`src/rtl/gshare_predictor_pkg.sv`:
```
// Shared lc3b types used by the gshare predictor.
//   lc3b_word     : 16-bit machine word (PC width)
//   lc3b_pht_ctr  : pattern-history counter at the default 2-bit width
//   PHT_CTR_INIT  : weakly-taken reset value at the default width
package gshare_predictor_pkg;

  typedef logic [15:0] lc3b_word;
  typedef logic [1:0]  lc3b_pht_ctr;

  localparam lc3b_pht_ctr PHT_CTR_INIT = 2'b10;

endpackage

```
`src/rtl/sat_counter_update.sv`:
```
// Combinational next-value for a saturating up/down counter.
// Ports:
//   count      in  CTR_BITS  current counter value
//   taken      in  1         1 = count up, 0 = count down
//   next_count out CTR_BITS  saturated result (clamps at 0 and 2^CTR_BITS-1)
module sat_counter_update #(
  parameter int unsigned CTR_BITS = 2
) (
  input  logic [CTR_BITS-1:0] count,
  input  logic                taken,
  output logic [CTR_BITS-1:0] next_count
);

  localparam logic [CTR_BITS-1:0] CtrMax = {CTR_BITS{1'b1}};

  always_comb begin
    next_count = count;
    if (taken) begin
      if (count != CtrMax) next_count = count + 1'b1;
    end else begin
      if (count != '0) next_count = count - 1'b1;
    end
  end

endmodule

```
`src/rtl/gshare_predictor.sv`:
```
// Gshare branch direction predictor with its own speculative global history.
// Lookup is combinational; training and history repair come from writeback
// using the checkpoint (index, history) handed out at lookup.
// Optional statistics counters are built when GSHARE_STATS_EN is defined;
// otherwise the stat ports are tied to zero.
// Ports:
//   clk, rst                      clock, synchronous active-high reset
//   lookup_valid, lookup_pc       fetch-side lookup request
//   predict_taken                 counter MSB at the lookup index
//   predict_index, predict_hist   checkpoint for this lookup
//   update_valid, update_index,
//   update_hist, update_taken,
//   update_mispredict             writeback training / GHR repair
//   stat_lookups, stat_mispredicts  16-bit saturating statistics
module gshare_predictor
  import gshare_predictor_pkg::*;
#(
  parameter int unsigned INDEX_BITS = 4,
  parameter int unsigned HIST_BITS  = 4,
  parameter int unsigned CTR_BITS   = 2,
  parameter int unsigned PC_LSB     = 1
) (
  input  logic                  clk,
  input  logic                  rst,
  input  logic                  lookup_valid,
  input  lc3b_word              lookup_pc,
  output logic                  predict_taken,
  output logic [INDEX_BITS-1:0] predict_index,
  output logic [HIST_BITS-1:0]  predict_hist,
  input  logic                  update_valid,
  input  logic [INDEX_BITS-1:0] update_index,
  input  logic [HIST_BITS-1:0]  update_hist,
  input  logic                  update_taken,
  input  logic                  update_mispredict,
  output logic [15:0]           stat_lookups,
  output logic [15:0]           stat_mispredicts
);

  localparam int Depth = 2 ** INDEX_BITS;
  localparam logic [CTR_BITS-1:0] CtrInit = {1'b1, {(CTR_BITS-1){1'b0}}};

  logic [CTR_BITS-1:0]   table_q [Depth];
  logic [HIST_BITS-1:0]  ghr_q, ghr_d;
  logic [INDEX_BITS-1:0] lookup_idx;
  logic [CTR_BITS-1:0]   ctr_next;

  // Upper PC bits and the oldest checkpointed history bit never reach the logic.
  logic unused_bits;
  assign unused_bits = ^{lookup_pc, update_hist};

  // History zero-extended to the index width before the XOR.
  assign lookup_idx    = lookup_pc[PC_LSB +: INDEX_BITS] ^ INDEX_BITS'(ghr_q);
  assign predict_taken = table_q[lookup_idx][CTR_BITS-1];
  assign predict_index = lookup_idx;
  assign predict_hist  = ghr_q;

  // Truncating {hist, bit} keeps the shift legal even when HIST_BITS == 1.
  always_comb begin
    ghr_d = ghr_q;
    if (update_valid && update_mispredict) begin
      ghr_d = HIST_BITS'({update_hist, update_taken});
    end else if (lookup_valid) begin
      ghr_d = HIST_BITS'({ghr_q, predict_taken});
    end
  end

  sat_counter_update #(
    .CTR_BITS (CTR_BITS)
  ) u_sat_counter_update (
    .count      (table_q[update_index]),
    .taken      (update_taken),
    .next_count (ctr_next)
  );

  always_ff @(posedge clk) begin
    if (rst) begin
      ghr_q <= '0;
      for (int i = 0; i < Depth; i++) table_q[i] <= CtrInit;
    end else begin
      ghr_q <= ghr_d;
      if (update_valid) table_q[update_index] <= ctr_next;
    end
  end

`ifdef GSHARE_STATS_EN
  logic [15:0] stat_lookups_q, stat_mispredicts_q;

  always_ff @(posedge clk) begin
    if (rst) begin
      stat_lookups_q     <= '0;
      stat_mispredicts_q <= '0;
    end else begin
      if (lookup_valid && (stat_lookups_q != 16'hFFFF)) begin
        stat_lookups_q <= stat_lookups_q + 16'd1;
      end
      if (update_valid && update_mispredict && (stat_mispredicts_q != 16'hFFFF)) begin
        stat_mispredicts_q <= stat_mispredicts_q + 16'd1;
      end
    end
  end

  assign stat_lookups     = stat_lookups_q;
  assign stat_mispredicts = stat_mispredicts_q;
`else
  assign stat_lookups     = 16'h0000;
  assign stat_mispredicts = 16'h0000;
`endif

endmodule

```
`config.mk`:
```
export PLATFORM = sky130hd
export DESIGN_NAME = gshare_predictor
export DESIGN_NICKNAME = d
export VERILOG_FILES = /design/src/rtl/gshare_predictor_pkg.sv /design/src/rtl/sat_counter_update.sv /design/src/rtl/gshare_predictor.sv
export SDC_FILE = /design/constraint.sdc
export NUM_CORES = 1
export LEC_CHECK = 0
export ABC_AREA = 1
export CORE_MARGIN = 1.5
export CORE_UTILIZATION = 44
export CTS_CLUSTER_SIZE = 8
export DETAILED_ROUTE_END_ITERATION = 8
export PLACE_DENSITY_LB_ADDON = 0.25
export SYNTH_ARGS = -nofsm -noshare
export SYNTH_HDL_FRONTEND = slang
export SYNTH_SLANG_ARGS = --single-unit
```
`constraint.sdc`:
```
create_clock -name clk -period 1.9 [get_ports clk]
set_input_delay 0.57 -clock clk [delete_from_list [all_inputs] [get_ports clk]]
set_output_delay 0.57 -clock clk [all_outputs]
set_load 0.03 [all_outputs]
```
==> results.md, run 1 <==
- Fin crit share: 107%
- Post-Place Cell Area: 3070 um^2
- Mapped Cells: 330
- Combinational power share: 32.8%
- Most frequent cells after synthesis: nand2_1 (80), inv_1 (55), buf_4 (33)
- Crit path max fanout: 5
- Element type at the critical path start: input pin
- Max VDD drop: 0.372 mV
- Sequential Power Share: 42.7%
- First-pass GRT wire length: 11.6 mm
- Root buf cell: clkbuf_8
- Async set or reset register ratio after synthesis: 0%
- RSZ-0062 raised after global routing: true
- GRT Total Usage: 24.1%
- H-Tree Depth: 2
- Syn_area_per_cell: 7.97 um^2
- IO Count: 71
- WP data arrival: 1.47 ns
- Die H: 80.3 um
- # placed instances: 455
- Part of the Yosys area used for sequential elements: 39.6%
- Final Hold Fails: 0
- Final Instance Area: 3490 um^2
- Netlist cell types: 29
- MaxCap Viol Count: 0
- Post-Place Setup Slack: -0.746 ns
- First-pass detailed-route iteration total: 4
- Most area-hungry cell type in the Yosys netlist: edfxtp_1
- Post-Layout Cell Count: 470
- Clk network pwr share: 24.5%
- HP Class: reg -> reg
- Max clock buf depth: 2
- Tot Pwr: 2110 uW
- TritonCTS clock tree: built
- CP most frequent cell: nand3_1
- Top cells by area, synth: edfxtp_1 (37%), nand2_1 (11%), buf_4 (9.4%)
- Setup_tns: -0.141 ns
- Leakage power: 0.00153 uW
- Die W: 80.3 um
- Most frequent cell after synthesis: nand2_1
- Largest net degree at the start of global routing: 20
- Post-Route WL: 7.16 mm
- #FFs+latches synth: 36
- Drt wl/cell: 15.2 um
- Clock latency on the worst-skew pair: 0.29 ns
- Cell internal pwr: 1360 uW
- Violated checks: negative setup slack
- Initial DRC Count: 139
- Num rows: 27
- Number of global-route vias before repair: 2359
- Crit Path Category: in -> out
- Post-DP HPWL: 4.82 mm
- Cell Area, Synth: 2630 um^2
- Cell Chain, Critical Path: buf_4, xor2_4, nand3_1, nand3_1, nand3_1, nand2_2, buf_6
- PwrDens: 606 nW/um^2
- Buf/Inv on CP: 2
- P&R area growth vs syn: 32.6%
- Final min period: 2.04 ns
- Vias per cell: 4.93
- Switch share: 35.4%
- CTS Sinks: 36
- Number of synthesized flops with an enable pin: 32
- Main synth FF type: edfxtp_1
- Worst setup margin: -0.141 ns
- FMAX: 0.490 GHz
- Via Count: 2319
- Slowest stage cell on the critical path: xor2_4
- Final setup viols: 1
- Clk slew on worst S/H paths: 0.07 ns
- Max incr delay on CP: 0.25 ns
- Largest delay share family, worst path: simple AND/OR/NAND/NOR gates
- CTS Buf Count: 5
- Area of the die: 6450 um^2
- Post-Route Skew: 0.00550 ns
- Drt drc: 0
- NetSw: 748 uW
- Global placement routability congestion: 0.891
- Core ar.: 5640 um^2
- Status: complete, but fails checks
- Filler Cell Count: 507
- Worst setup EP type: output pin
- Final net count: 428
- GRT Residual Overflow: 0
- Port bufs: 25
- Yosys top cell area share: 36.5%
- Antenna violations before repair: 0
- Critical Path RT: 1.33 ns
- Fraction of layout cells with a size suffix above 1: 36.2%
- Initial Utilization: 46.6%
- # diodes: 0
- Max Transition Viols Final: 0
- Syn. warnings: 0
- Post-DRT Antenna Nets: 0
## tightest hold or removal path, cell delays in order (launching register included)
cell,delay [ns]
dfxtp_1,0.34
inv_1,0.08
o211ai_1,0.10
nand2_1,0.06
inv_1,0.03
## path summary, 6_finish.rpt
check	startpoint	end	slack [ns]	cells after the start
hold / removal	predict_hist[2]$_SDFFE_PP0P_	predict_hist[3]$_SDFFE_PP0P_	0.64	4
hold reg to reg	predict_hist[2]$_SDFFE_PP0P_	predict_hist[3]$_SDFFE_PP0P_	0.64	4
setup reg to reg	table_q[11][1]$_SDFFCE_PN1P_	table_q[7][0]$_SDFFCE_PN0P_	0.17	8
setup / recovery	lookup_pc[2]	predict_taken	-0.14	7
## layout by cell type (no fill, tap or decap), drive strengths merged
master	count
o21ai	6
nor2	30
edfxtp	32
o221ai	2
xnor2	3
dfxtp	4
a21oi	19
inv	57
o211ai	1
nand3b	1
o22ai	1
clkinv	1
nand3	40
clkdlybuf4s50	8
buf	50
conb	32
xor2	1
nand4	5
dlygate4sd2	6
clkbuf	8
nand2	91
## metrics by stage
step                hold slack (ns)  util [%]
global route                  0.689      61.8
global placement              0.610      54.4
CTS                           0.651      60.7
detailed placement            0.622      54.4
finish                        0.640      61.8
floorplan                     0.632         -
## registers in the layout (all words and copies together), names as in the netlist
name / flops
predict_hist: 4
table_q: 32
## repair_timing
action	4_1_cts	5_1_grt
gates resized for setup	82	23
gates cloned	4	0
buffers inserted	4	1
hold buffers	0	0
pin swaps	36	13
setup endpoints to repair	72	45
## layout make-up
type	count	area [um^2]	share of cell area, %
tap	72	90.1	2.58
timing repair buffer	66	558	16.0
multi-input combinational	232	1490	42.6
clock buffer	6	72.6	2.08
sequential	36	1050	30.1
clock inverter	1	5.00	0.144
inverter	57	226	6.49
## cells by family (layout without fill, tap and decap cells)
kind of cell    Yosys count  in the layout  share of synthesized area, %
buf+inv                  97            130                          20.3
compound gates           29             29                          7.66
flops                    36             36                          39.6
xor+xnor                  4              4                          1.33
other cells               1             32                         0.143
simple gates            163            167                          31.0
## layer usage
metal | track usage (%) | vias to the layer above | wire length [um]
met3 | 4.09 | 18 | 563
met2 | 40.5 | 107 | 3490
met4 | 8.79 | 0 | 161
met5 | 0 | - | 0
li1 | - | 1126 | -
met1 | 31.0 | 1068 | 2940
## power by group through the flow
stage | logic, uW | clock network (uW) | registers [uW]
finish | 692 | 518 | 902
global route | 740 | 552 | 905
CTS | 664 | 522 | 902
detailed placement | 555 | 0 | 918
global placement | 550 | 0 | 917
floorplan | 438 | 0 | 923
(Power assumes the default switching activity.)
==> inputs of run 2 (changes only) <==
Settings changed: CORE_UTILIZATION 44 to 25.
==> run 2 against run 1 <==
Largest cell class unchanged; critical path type unchanged; routed wire length grew 3.2%; sequential share of layout area fell by 0.64 points; via count is 0.13% higher; power is 1.6% higher; the run still ends with negative setup slack left; highest routed layer unchanged; combinational power shrank 1%; utilization down 27 points; worst setup slack improved by 0.018 ns.
==> results.md, run 2 (synthesis gave the netlist of run 1 again) <==
- Clock latency on the worst-skew pair: 0.30 ns
- Critical Path RT: 1.33 ns
- Die W: 106 um
- Max VDD drop: 0.232 mV
- # diodes: 0
- NetSw: 780 uW
- TritonCTS clock tree: built
- Filler Cell Count: 1091
- Post-DRT Antenna Nets: 0
- FMAX: 0.494 GHz
- Via Count: 2322
- Largest net degree at the start of global routing: 20
- Post-DP HPWL: 5.26 mm
- Met2 GRT Util: 22.2%
- GRT Total Usage: 14.0%
- Most Crowded Layer GR: met2
- Core ar.: 10300 um^2
- First-pass detailed-route iteration total: 4
- Worst setup EP type: output pin
- Met3 Resource Use GR: 2.66%
- Port bufs: 25
- Reg area: 1050 um^2
- Max clock buf depth: 2
- Crit path max fanout: 2
- Final Hold Fails: 0
- Vias per cell: 4.33
- Crit Path Category: in -> out
- Worst setup margin: -0.124 ns
- Reg2reg setup slack: 0.16 ns
- Final setup viols: 2
- Min Hold Slack: 0.634 ns
- Root buf cell: clkbuf_8
- Final net count: 429
- Status: complete, but fails checks
- Final core utilization: 34.7%
- P&R area growth vs syn: 35.5%
- CTS Buf Count: 5
- Met1 Use GR: 19.2%
- WP data arrival: 1.45 ns
- Element type at the critical path start: input pin
- Cell internal pwr: 1370 uW
- First-pass GRT wire length: 11.8 mm
- Area of the multi-input gates: 1450 um^2
- Die H: 106 um
- Number of global-route vias before repair: 2271
- RSZ-0062 raised after global routing: true
- IO Count: 71
- HP Class: reg -> reg
- Drt wl/cell: 13.8 um
- Leakage power: 0.00154 uW
- Fin crit share: 107%
- Final min period: 2.02 ns
- Largest register FFs: 32
- Global placement routability congestion: 0.829
- Clk network pwr share: 26.2%
- Sequential Power Share: 42.0%
- Largest Register: table_q
- Switch share: 36.4%
- Clk slew on worst S/H paths: 0.07 ns
- Commonest non-fill, non-tap cells in the layout: nand2_1 (68), inv_1 (52), buf_4 (41)
- H-Tree Depth: 2
- Commonest non-fill, non-tap cell in the layout: nand2_1
- Post-Route Skew: 0.0113 ns
- Fraction of layout cells with a size suffix above 1: 37.0%
- Combinational power share: 31.8%
- MaxCap Viol Count: 0
- Initial Utilization: 25.6%
- CTS Sinks: 36
- Post-Route WL: 7.39 mm
- Max Transition Viols Final: 0
- GRT Residual Overflow: 0
- Antenna violations before repair: 0
- Violated checks: negative setup slack
- # placed instances: 521
- Drt drc: 0
- Initial DRC Count: 172
- Area of the die: 11100 um^2
- Num rows: 37
- PwrDens: 602 nW/um^2
- Post-Layout Cell Count: 536
- CTS hold repair buffers: 0
[run 2: cell types whose count changed in the layout (fill, tap and decap cells not counted), moves of 5 or more]
cell / delta
a21oi_1: +8
a21oi_2: -8
buf_4: +5
nor2_1: -7
nor2_2: +6
[run 2: power groups by stage]
| stage | Clock, uW | Sequential (uW) | Combinational, uW |
|---|---|---|---|
| 2_1_floorplan | 0 | 923 | 438 |
| 3_3_place_gp | 0 | 919 | 564 |
| 3_5_place_dp | 0 | 919 | 565 |
| 4_1_cts | 569 | 902 | 656 |
| 5_1_grt | 604 | 904 | 730 |
| 6_report | 563 | 902 | 682 |
[run 2: worst paths after layout]
path | start | endpoint | depth (start not counted)
setup / recovery | lookup_pc[3] | predict_taken | 8
hold / removal | predict_hist[3]$_SDFFE_PP0P_ | predict_hist[3]$_SDFFE_PP0P_ | 4
setup reg to reg | table_q[11][1]$_SDFFCE_PN1P_ | table_q[7][0]$_SDFFCE_PN0P_ | 8
hold reg to reg | predict_hist[3]$_SDFFE_PP0P_ | predict_hist[3]$_SDFFE_PP0P_ | 4
[run 2: timing repair]
action / in CTS / in global routing
pin swaps: 27 / 15
gates resized for setup: 74 / 30
endpoints found under the setup margin: 72 / 56
buffers inserted: 4 / 1
cloned: 3 / 0
[run 2: cell type report]
type	count	area share, %
Multi-Input combinational cell	231	40.7
Timing Repair Buffer	68	16.3
Sequential cell	36	29.4
Clock buffer	5	1.93
Clock inverter	3	0.527
Inverter	57	6.36
Tap cell	136	4.78
[run 2: critical path, cell delays in order]
cell and delay (ns):
buf_6 0.09, xnor2_2 0.20, inv_1 0.09, buf_6 0.13, nand3_2 0.06, nand3_2 0.07, nand2_2 0.09, buf_6 0.13
[run 2: per-stage QoR]
step                      TNS, ns  power (uW)  setup slack (ns)  instance area [um^2]
after floorplan            -0.235        1360           -0.0154                  2800
after global placement     -40.29        1480            -0.747                  3170
after detailed placement   -41.48        1480            -0.776                  3170
after CTS                  -0.125        2130            -0.125                  3470
after global routing       -0.228        2240            -0.197                  3560
final                      -0.124        2150            -0.124                  3560
[run 2: layer usage]
metal  vias up  wire length (um)
li1       1129                 -
met1      1086              3480
met2        95              3220
met3        12               519
met4         0               175
met5         -                 0
